[src/rtl/regfile_wb_arbiter_pkg.sv]
// Shared constants and types for the regfile writeback arbiter.
package regfile_wb_arbiter_pkg;
  localparam int WORD_W           = 32;
  localparam int DEF_SIZE         = 32;
  localparam int DEF_STARVE_LIMIT = 4;

  typedef enum logic [1:0] {
    GNT_NONE = 2'd0,
    GNT_ALU  = 2'd1,
    GNT_MEM  = 2'd2
  } grant_t;
endpackage

[src/rtl/regfile_wb_arbiter_grant.sv]
// Combinational grant select: MEM has fixed priority unless ALU has starved.
module wb_grant
  import regfile_wb_arbiter_pkg::*;
(
  input  logic   alu_valid,
  input  logic   mem_valid,
  input  logic   starved,
  output grant_t gnt
);
  always_comb begin
    gnt = GNT_NONE;
    if (alu_valid && mem_valid) gnt = starved ? GNT_ALU : GNT_MEM;
    else if (mem_valid)         gnt = GNT_MEM;
    else if (alu_valid)         gnt = GNT_ALU;
  end
endmodule

[src/rtl/regfile_wb_arbiter.sv]
// Regfile write-port arbiter between ALU and MEM writeback, with a
// pending-write scoreboard for decode stalls and a sticky protocol error.
module regfile_wb_arbiter
  import regfile_wb_arbiter_pkg::*;
#(
  parameter int SIZE         = DEF_SIZE,
  parameter int STARVE_LIMIT = DEF_STARVE_LIMIT,
  localparam int BITS        = $clog2(SIZE)
) (
  input  logic              clk,
  input  logic              reset,
  input  logic              alu_valid,
  input  logic [BITS-1:0]   alu_dest,
  input  logic [WORD_W-1:0] alu_data,
  output logic              alu_ready,
  input  logic              mem_valid,
  input  logic [BITS-1:0]   mem_dest,
  input  logic [WORD_W-1:0] mem_data,
  output logic              mem_ready,
  input  logic              issue_valid,
  input  logic [BITS-1:0]   issue_dest,
  output logic              rf_write,
  output logic [BITS-1:0]   rf_dest,
  output logic [WORD_W-1:0] rf_data,
  output logic [SIZE-1:0]   pending,
  output logic              err
);
  localparam int CW = $clog2(STARVE_LIMIT + 1);

  logic [CW-1:0]     starve_cnt;
  grant_t            gnt;
  logic              alu_gnt, mem_gnt, xfer, clr, issue_set;
  logic [BITS-1:0]   win_dest;
  logic [WORD_W-1:0] win_data;
  logic [SIZE-1:0]   pend_nxt;
  logic              err_nxt;

  wb_grant u_grant (
    .alu_valid (alu_valid),
    .mem_valid (mem_valid),
    .starved   (starve_cnt == CW'(STARVE_LIMIT)),
    .gnt       (gnt)
  );

  // Grants are suppressed while reset is held so nothing transfers.
  assign alu_gnt   = (gnt == GNT_ALU) && reset;
  assign mem_gnt   = (gnt == GNT_MEM) && reset;
  assign alu_ready = alu_gnt;
  assign mem_ready = mem_gnt;
  assign xfer      = alu_gnt || mem_gnt;
  assign win_dest  = mem_gnt ? mem_dest : alu_dest;
  assign win_data  = mem_gnt ? mem_data : alu_data;
  assign clr       = xfer && (win_dest != '0);
  assign issue_set = issue_valid && (issue_dest != '0);

  // Set wins over clear; an issue that retires against a same-cycle write is legal.
  always_comb begin
    pend_nxt = pending;
    err_nxt  = err;
    if (clr) pend_nxt[win_dest] = 1'b0;
    if (issue_set) pend_nxt[issue_dest] = 1'b1;
    if (issue_set && pending[issue_dest] && !(clr && win_dest == issue_dest)) err_nxt = 1'b1;
    if (clr && !pending[win_dest]) err_nxt = 1'b1;
  end

  always_ff @(posedge clk or negedge reset) begin
    if (!reset) begin
      rf_write   <= 1'b0;
      rf_dest    <= '0;
      rf_data    <= '0;
      pending    <= '0;
      err        <= 1'b0;
      starve_cnt <= '0;
    end else begin
      rf_write <= clr;
      if (xfer) begin
        rf_dest <= win_dest;
        rf_data <= win_data;
      end
      pending <= pend_nxt;
      err     <= err_nxt;
      if (alu_valid && !alu_gnt)
        starve_cnt <= (starve_cnt == CW'(STARVE_LIMIT)) ? starve_cnt : starve_cnt + 1'b1;
      else
        starve_cnt <= '0;
    end
  end
endmodule

[config.mk]
export PLATFORM = sky130hd
export DESIGN_NAME = regfile_wb_arbiter
export DESIGN_NICKNAME = d
export VERILOG_FILES = /design/src/rtl/regfile_wb_arbiter_pkg.sv /design/src/rtl/regfile_wb_arbiter_grant.sv /design/src/rtl/regfile_wb_arbiter.sv
export SDC_FILE = /design/constraint.sdc
export NUM_CORES = 1
export LEC_CHECK = 0
export CORE_ASPECT_RATIO = 1.2
export CORE_UTILIZATION = 58
export DETAILED_ROUTE_END_ITERATION = 8
export DONT_BUFFER_PORTS = 1
export PLACE_DENSITY = 0.87
export REMOVE_ABC_BUFFERS = 1
export SETUP_SLACK_MARGIN = 0.2
export SYNTH_ARGS = -nofsm -noshare
export SYNTH_HDL_FRONTEND = slang
export SYNTH_SLANG_ARGS = --single-unit
[constraint.sdc]
create_clock -name clk -period 2.3 [get_ports clk]
set_input_delay 0.46 -clock clk [delete_from_list [all_inputs] [get_ports clk]]
set_output_delay 0.46 -clock clk [all_outputs]
set_load 0.01 [all_outputs]
== Word-level counts from Yosys, hierarchy flattened ==
Index checks and enable logic that the tools add are counted.

* Register bits: 74

* Add/subtract/negate cells: 1
* Magnitude comparators: 4
* Eq/ne operators: 5
* Mux-type cells: 20
* Bitwise gates (word level): 3
* Reduce and logical (&&, ||, !) cells: 19

{| class="wikitable"
|+ Operator list
! kind !! number
|-
| $mux W32 || 3
|-
| $and A32 B32 Y32 || 1
|-
| $not A32 Y32 || 1
|-
| $or A32 B32 Y32 || 1
|-
| $logic_and A1 B1 Y1 || 12
|-
| $lt A5 B6 Y1 const B || 2
|-
| $bmux W1 S5 || 2
|-
| $demux W1 S5 || 2
|-
| $ge A5 B1 Y1 const B || 2
|-
| $reduce_bool A5 Y1 || 2
|-
| $mux W1 || 7
|-
| $mux W2 || 3
|-
| $mux W3 || 2
|-
| $eq A5 B5 Y1 || 1
|-
| $mux W5 || 1
|-
| $add A3 B1 Y3 const B || 1
|-
| $eq A3 B3 Y1 const B || 1
|-
| $logic_not A1 Y1 || 3
|-
| $eq A2 B1 Y1 const B || 1
|-
| $eq A2 B2 Y1 const B || 1
|-
| $ne A2 B2 Y1 const B || 1
|-
| $reduce_bool A2 Y1 || 1
|-
| $logic_or A1 B1 Y1 || 1
|}

== Longest topological paths before layout ==
* Word-level depth: 15
* Depth in mapped cells: 11
* Depth with buffers taken out: 10

== Hierarchy ==
Synthesis repeated with hierarchy kept, for this count alone.

* Cell total of the unflattened synthesis: 459
* Area total of the unflattened synthesis: 4,120.2 um^2

{| class="wikitable"
|+ By module, submodules not included
! module !! times used !! cells an instance !! area each (um^2)
|-
| regfile_wb_arbiter || 1 || 456 || 4,101.4
|-
| wb_grant || 1 || 3 || 18.8
|}

== Least setup slack after synthesis ==
OpenSTA, ideal clock, no wires.

* Path type: reg-to-reg
* Start point: register starve_cnt[0]
* End point: register err
* Arrival time: 2.083 ns
* Data required time: 2.197 ns
* Path slack: 0.113 ns
* Stages on the path, launching flop included: 10
* Path buffers: 0
* Clock period less this slack: 2.187 ns
* Cell sequence: dfrtp_1 inv_1 ha_1 nand3_2 nand3_4 mux2i_4 mux2i_1 o22a_1 o2111ai_1 o41ai_2

* Longest elaborated chain between the ends: 12
* Elaborated cells on any way between the ends: 21
* Classes of those cells: eq/ne: 4; mux: 6; reduce/logical: 11

{| class="wikitable"
|+ RTL lines
! what !! RTL line !! RTL
|-
| start: declaration || regfile_wb_arbiter.sv:30 || <nowiki>logic [CW-1:0] starve_cnt;</nowiki>
|-
| start signal: assignment || regfile_wb_arbiter.sv:83 || <nowiki>starve_cnt <= (starve_cnt == CW'(STARVE_LIMIT)) ? starve_cnt : starve_cnt + 1'b1;</nowiki>
|-
| $eq A3 B3 Y1 * || regfile_wb_arbiter.sv:41 || <nowiki>.starved (starve_cnt == CW'(STARVE_LIMIT)),</nowiki>
|-
| $mux W2 * (2 in series) || regfile_wb_arbiter_grant.sv:12 || <nowiki>if (alu_valid && mem_valid) gnt = starved ? GNT_ALU : GNT_MEM;</nowiki>
|-
| branches (longest 9 deep; another with $mux W5) || -- ||
|-
| end signal: assignment || regfile_wb_arbiter.sv:81 || <nowiki>err <= err_nxt;</nowiki>
|-
| end: declaration || regfile_wb_arbiter.sv:26 || <nowiki>output logic err</nowiki>
|}

Every way passes the cells marked *. The select of a mux whose other input is x is not followed.
A chain may end at the register's enable or synchronous reset.

== Worst setup path in the final report ==
Ends and elaborated chain as after synthesis.

==> impl_metrics.json <==
{
  "power_frac_comb_pct": 20.7,
  "fin_cells": 532,
  "num_vias": 3917,
  "ctsRootBufferMaster": "clkbuf_8",
  "coreArea_mm2": 0.00685,
  "postSynthAreaPerCell_um2": 9.94,
  "setup_tns_ps": 0,
  "crit_path_end_kind": "flop",
  "fin_skew_ps": 13.8,
  "drtIter0Drc": 468,
  "fp.dieW_um": 79.2,
  "start_util_pct": 60.5,
  "wl_per_cell_um": 25.8,
  "cp-start-kind": "flop",
  "grt_pass1_wl_mm": 20.3,
  "outcome": "complete, but fails checks",
  "hold_path.class": "in -> async",
  "ir_worst_vdd_mv": 0.628,
  "io_buffers": 0,
  "yosysMostFrequentCell": "o21ai_0",
  "worstSetupPathType": "reg -> reg",
  "grt_pass1_vias": 3865,
  "grt-ovfl-total": 0,
  "leakage_uw": 0.00198,
  "drtPass1Iterations": 5,
  "synth_edf_count": 0,
  "p_seq_share_pct": 48.0,
  "tightest_slew_ps": 451,
  "finalCriticalPeriod_ps": 2270,
  "setup_viol": 0,
  "failed_checks": "negative hold slack",
  "yosysWarnings": 0,
  "layout-drive-gt1-share_pct": 24.0,
  "n_antenna_cell": 0,
  "clockBufferDepth": 2,
  "p_sw_uw": 1360,
  "cpPeakStageDelay_ps": 400,
  "insertion_delay_ps": 360,
  "drt.antenna.violating_nets": 0,
  "dieArea_mm2": 0.00749,
  "vias_per_cell": 7.36,
  "drv_slew": 0,
  "slowest_stage": "dfrtp_1",
  "fin_crit_sh_pct": 98.6,
  "ys_types": 61,
  "synth-async-reset-ratio_pct": 100,
  "place_hpwl_mm": 8.09,
  "cap_viol_max_count": 0,
  "clk_pin_slew_worst_paths_ps": 90,
  "fmax_ghz": 0.441,
  "critPathTopFamily": "compound AO/OA/AOI/OAI gates",
  "antenna_found_initial": 0,
  "p_sw_share_pct": 33.1,
  "rsz0062_at_grt": "true",
  "dp_cells": 497,
  "synth_seq_cells": 74,
  "row_count": 33,
  "synth_commonest_cells": "o21ai_0 (98), dfrtp_1 (74), nand2_1 (50), mux2i_1 (45), clkbuf_1 (17)",
  "relSlewSlack_pct": 69.9,
  "worst_slack_ps": 32.8,
  "synth-main-ff-cell": "dfrtp_1",
  "synth.top_cell.area_share_pct": 44.7,
  "ys_seq_area_share_pct": 44.7,
  "die_y_um": 94.6,
  "synth_largest_area_cell": "dfrtp_1",
  "clockPowerShare_pct": 31.3,
  "syn_area_mm2": 0.00415,
  "path_max_fanout": 6,
  "postSynthCellCount": 417,
  "powerDensity_mw_per_mm2": 809,
  "routed_wl_mm": 13.8,
  "nFillCells": 487,
  "cts_buffers": 9,
  "pin_count": 157,
  "crit_arrival_ps": 2530,
  "finalHoldViolations": 74,
  "cp.required_ps": 2560,
  "fin_hold_ws_ps": -215,
  "seq_area_mm2": 0.00185,
  "nets": 526,
  "cp_cell_sequence": "inv_2 > ha_4 > and3_4 > o21ai_4 > and2_4 > buf_12 > buf_4 > nand2_1 > a311o_1 > o2111ai_2 > o41ai_2",
  "dp_slack_ps": -45.7,
  "route.detailed.drc": 0,
  "grt_max_degree": 84,
  "grt_usage_pct": 36.9,
  "area_delta_synth_final_pct": 22.0,
  "htreeDepth": 3,
  "globalplace.congestion": 0.967,
  "multiInputGateArea_mm2": 0.00232,
  "p_int_uw": 2740,
  "path_buf_inv": 3,
  "yosys-top-cells-area": "dfrtp_1 (45%), o21ai_0 (12%), mux2i_1 (11%), nand2_1 (4.5%), mux4_2 (4.3%)",
  "clkSinkCount": 74,
  "tritoncts": "yes"
}
[cells in the final DEF, fill, tap and decap left out, drive strengths merged, types with 3 or more instances in the layout]
cell / Yosys / layout
inv: 9 / 10
buf: 11 / 36
nor2b: 4 / 4
a311o: 3 / 3
a21oi: 7 / 7
mux4: 8 / 8
mux2i: 46 / 46
mux2: 4 / 4
nor2: 5 / 5
bufbuf: 0 / 3
nand3b: 4 / 4
a211oi: 6 / 6
nor3: 8 / 8
a21boi: 3 / 3
a41oi: 3 / 3
clkbuf: 17 / 11
nand3: 11 / 11
nand2: 51 / 51
bufinv: 0 / 3
and2: 3 / 3
dfrtp: 74 / 74
o21ai: 99 / 99
a31oi: 5 / 5
[metal layers]
layer  vias to the layer above  GRT usage [%]  routed length [µm]
li1                       1595              -                   -
met1                      1838           41.2                4490
met2                       372           61.4                6630
met3                       112           11.1                1760
met4                         0           23.2                 858
met5                         -              0                   0
[cell type report]
cell class | count | share of cell area (%)
multi-input combinational | 306 | 45.9
timing repair buffer | 40 | 9.67
clock buffer | 10 | 2.72
clock inverter | 6 | 2.23
inverter | 9 | 0.717
sequential | 74 | 36.6
tap | 87 | 2.15
[logic make-up (layout without fill, tap and decap cells)]
| group | Yosys count | in the layout | share of synthesized area (%) |
|---|---|---|---|
| buffers and inverters | 37 | 65 | 4.50 |
| XOR/XNOR | 2 | 2 | 0.423 |
| multiplexers | 58 | 58 | 16.8 |
| AO/OA/AOI/OAI | 144 | 144 | 20.7 |
| flip-flops | 74 | 74 | 44.7 |
| adder cells (fa/ha/maj) | 2 | 2 | 0.603 |
| AND/OR/NAND/NOR | 100 | 100 | 12.3 |
[worst register-to-register path: stages, from the launching register on]
cell	delay, ps
dfrtp_1	400
inv_2	80
ha_4	160
and3_4	220
o21ai_4	70
and2_4	190
buf_12	150
buf_4	140
nand2_1	70
a311o_1	230
o2111ai_2	150
o41ai_2	310
[state kept, by name (all words and copies together) (netlist names)]
name,count
err,1
pending,32
rf_data,32
rf_dest,5
rf_write,1
starve_cnt,3
[final timing paths]
kind                                           start                       to  slack (ps)  cells past startpoint
max reg2reg                starve_cnt[0]$_DFFE_PN0P_          err$_DFFE_PN0P_          30                     11
min reg2reg                     pending[0]$_DFF_PN0_     pending[0]$_DFF_PN0_         510                      0
max                        starve_cnt[0]$_DFFE_PN0P_          err$_DFFE_PN0P_          30                     11
max in group asynchronous                      reset   rf_dest[1]$_DFFE_PN0P_        2370                      0
min                                            reset    pending[17]$_DFF_PN0_        -210                      0
min in group clk                        mem_data[22]  rf_data[22]$_DFFE_PN0P_         220                      2
[repair_timing]
action                                  in CTS  in global routing
buffers inserted                             8                  6
pin swaps                                   16                 14
cloned                                       4                  1
endpoints found under the hold margin       74                 74
endpoints found under the setup margin      54                 30
gates resized for setup                     32                 55
[power groups by stage]
stage	Clock, µW	Sequential [µW]	Combinational [µW]
after global placement	0	1950	615
after floorplan	0	1860	487
after detailed placement	0	1960	646
after global routing	1340	1990	913
final	1280	1970	845
after CTS	1270	1940	745
[metrics by stage]
stage	hold slack (ps)	utilization, %	cell area [µm²]	power (µW)
finish	-215	73.8	5060	4090
global route	-236	73.8	5060	4240
CTS	-218	71.3	4890	3950
detailed placement	166	62.7	4300	2600
global placement	166	62.7	4300	2560
floorplan	164	-	4000	2350
Power figures use the tool's default switching activity.
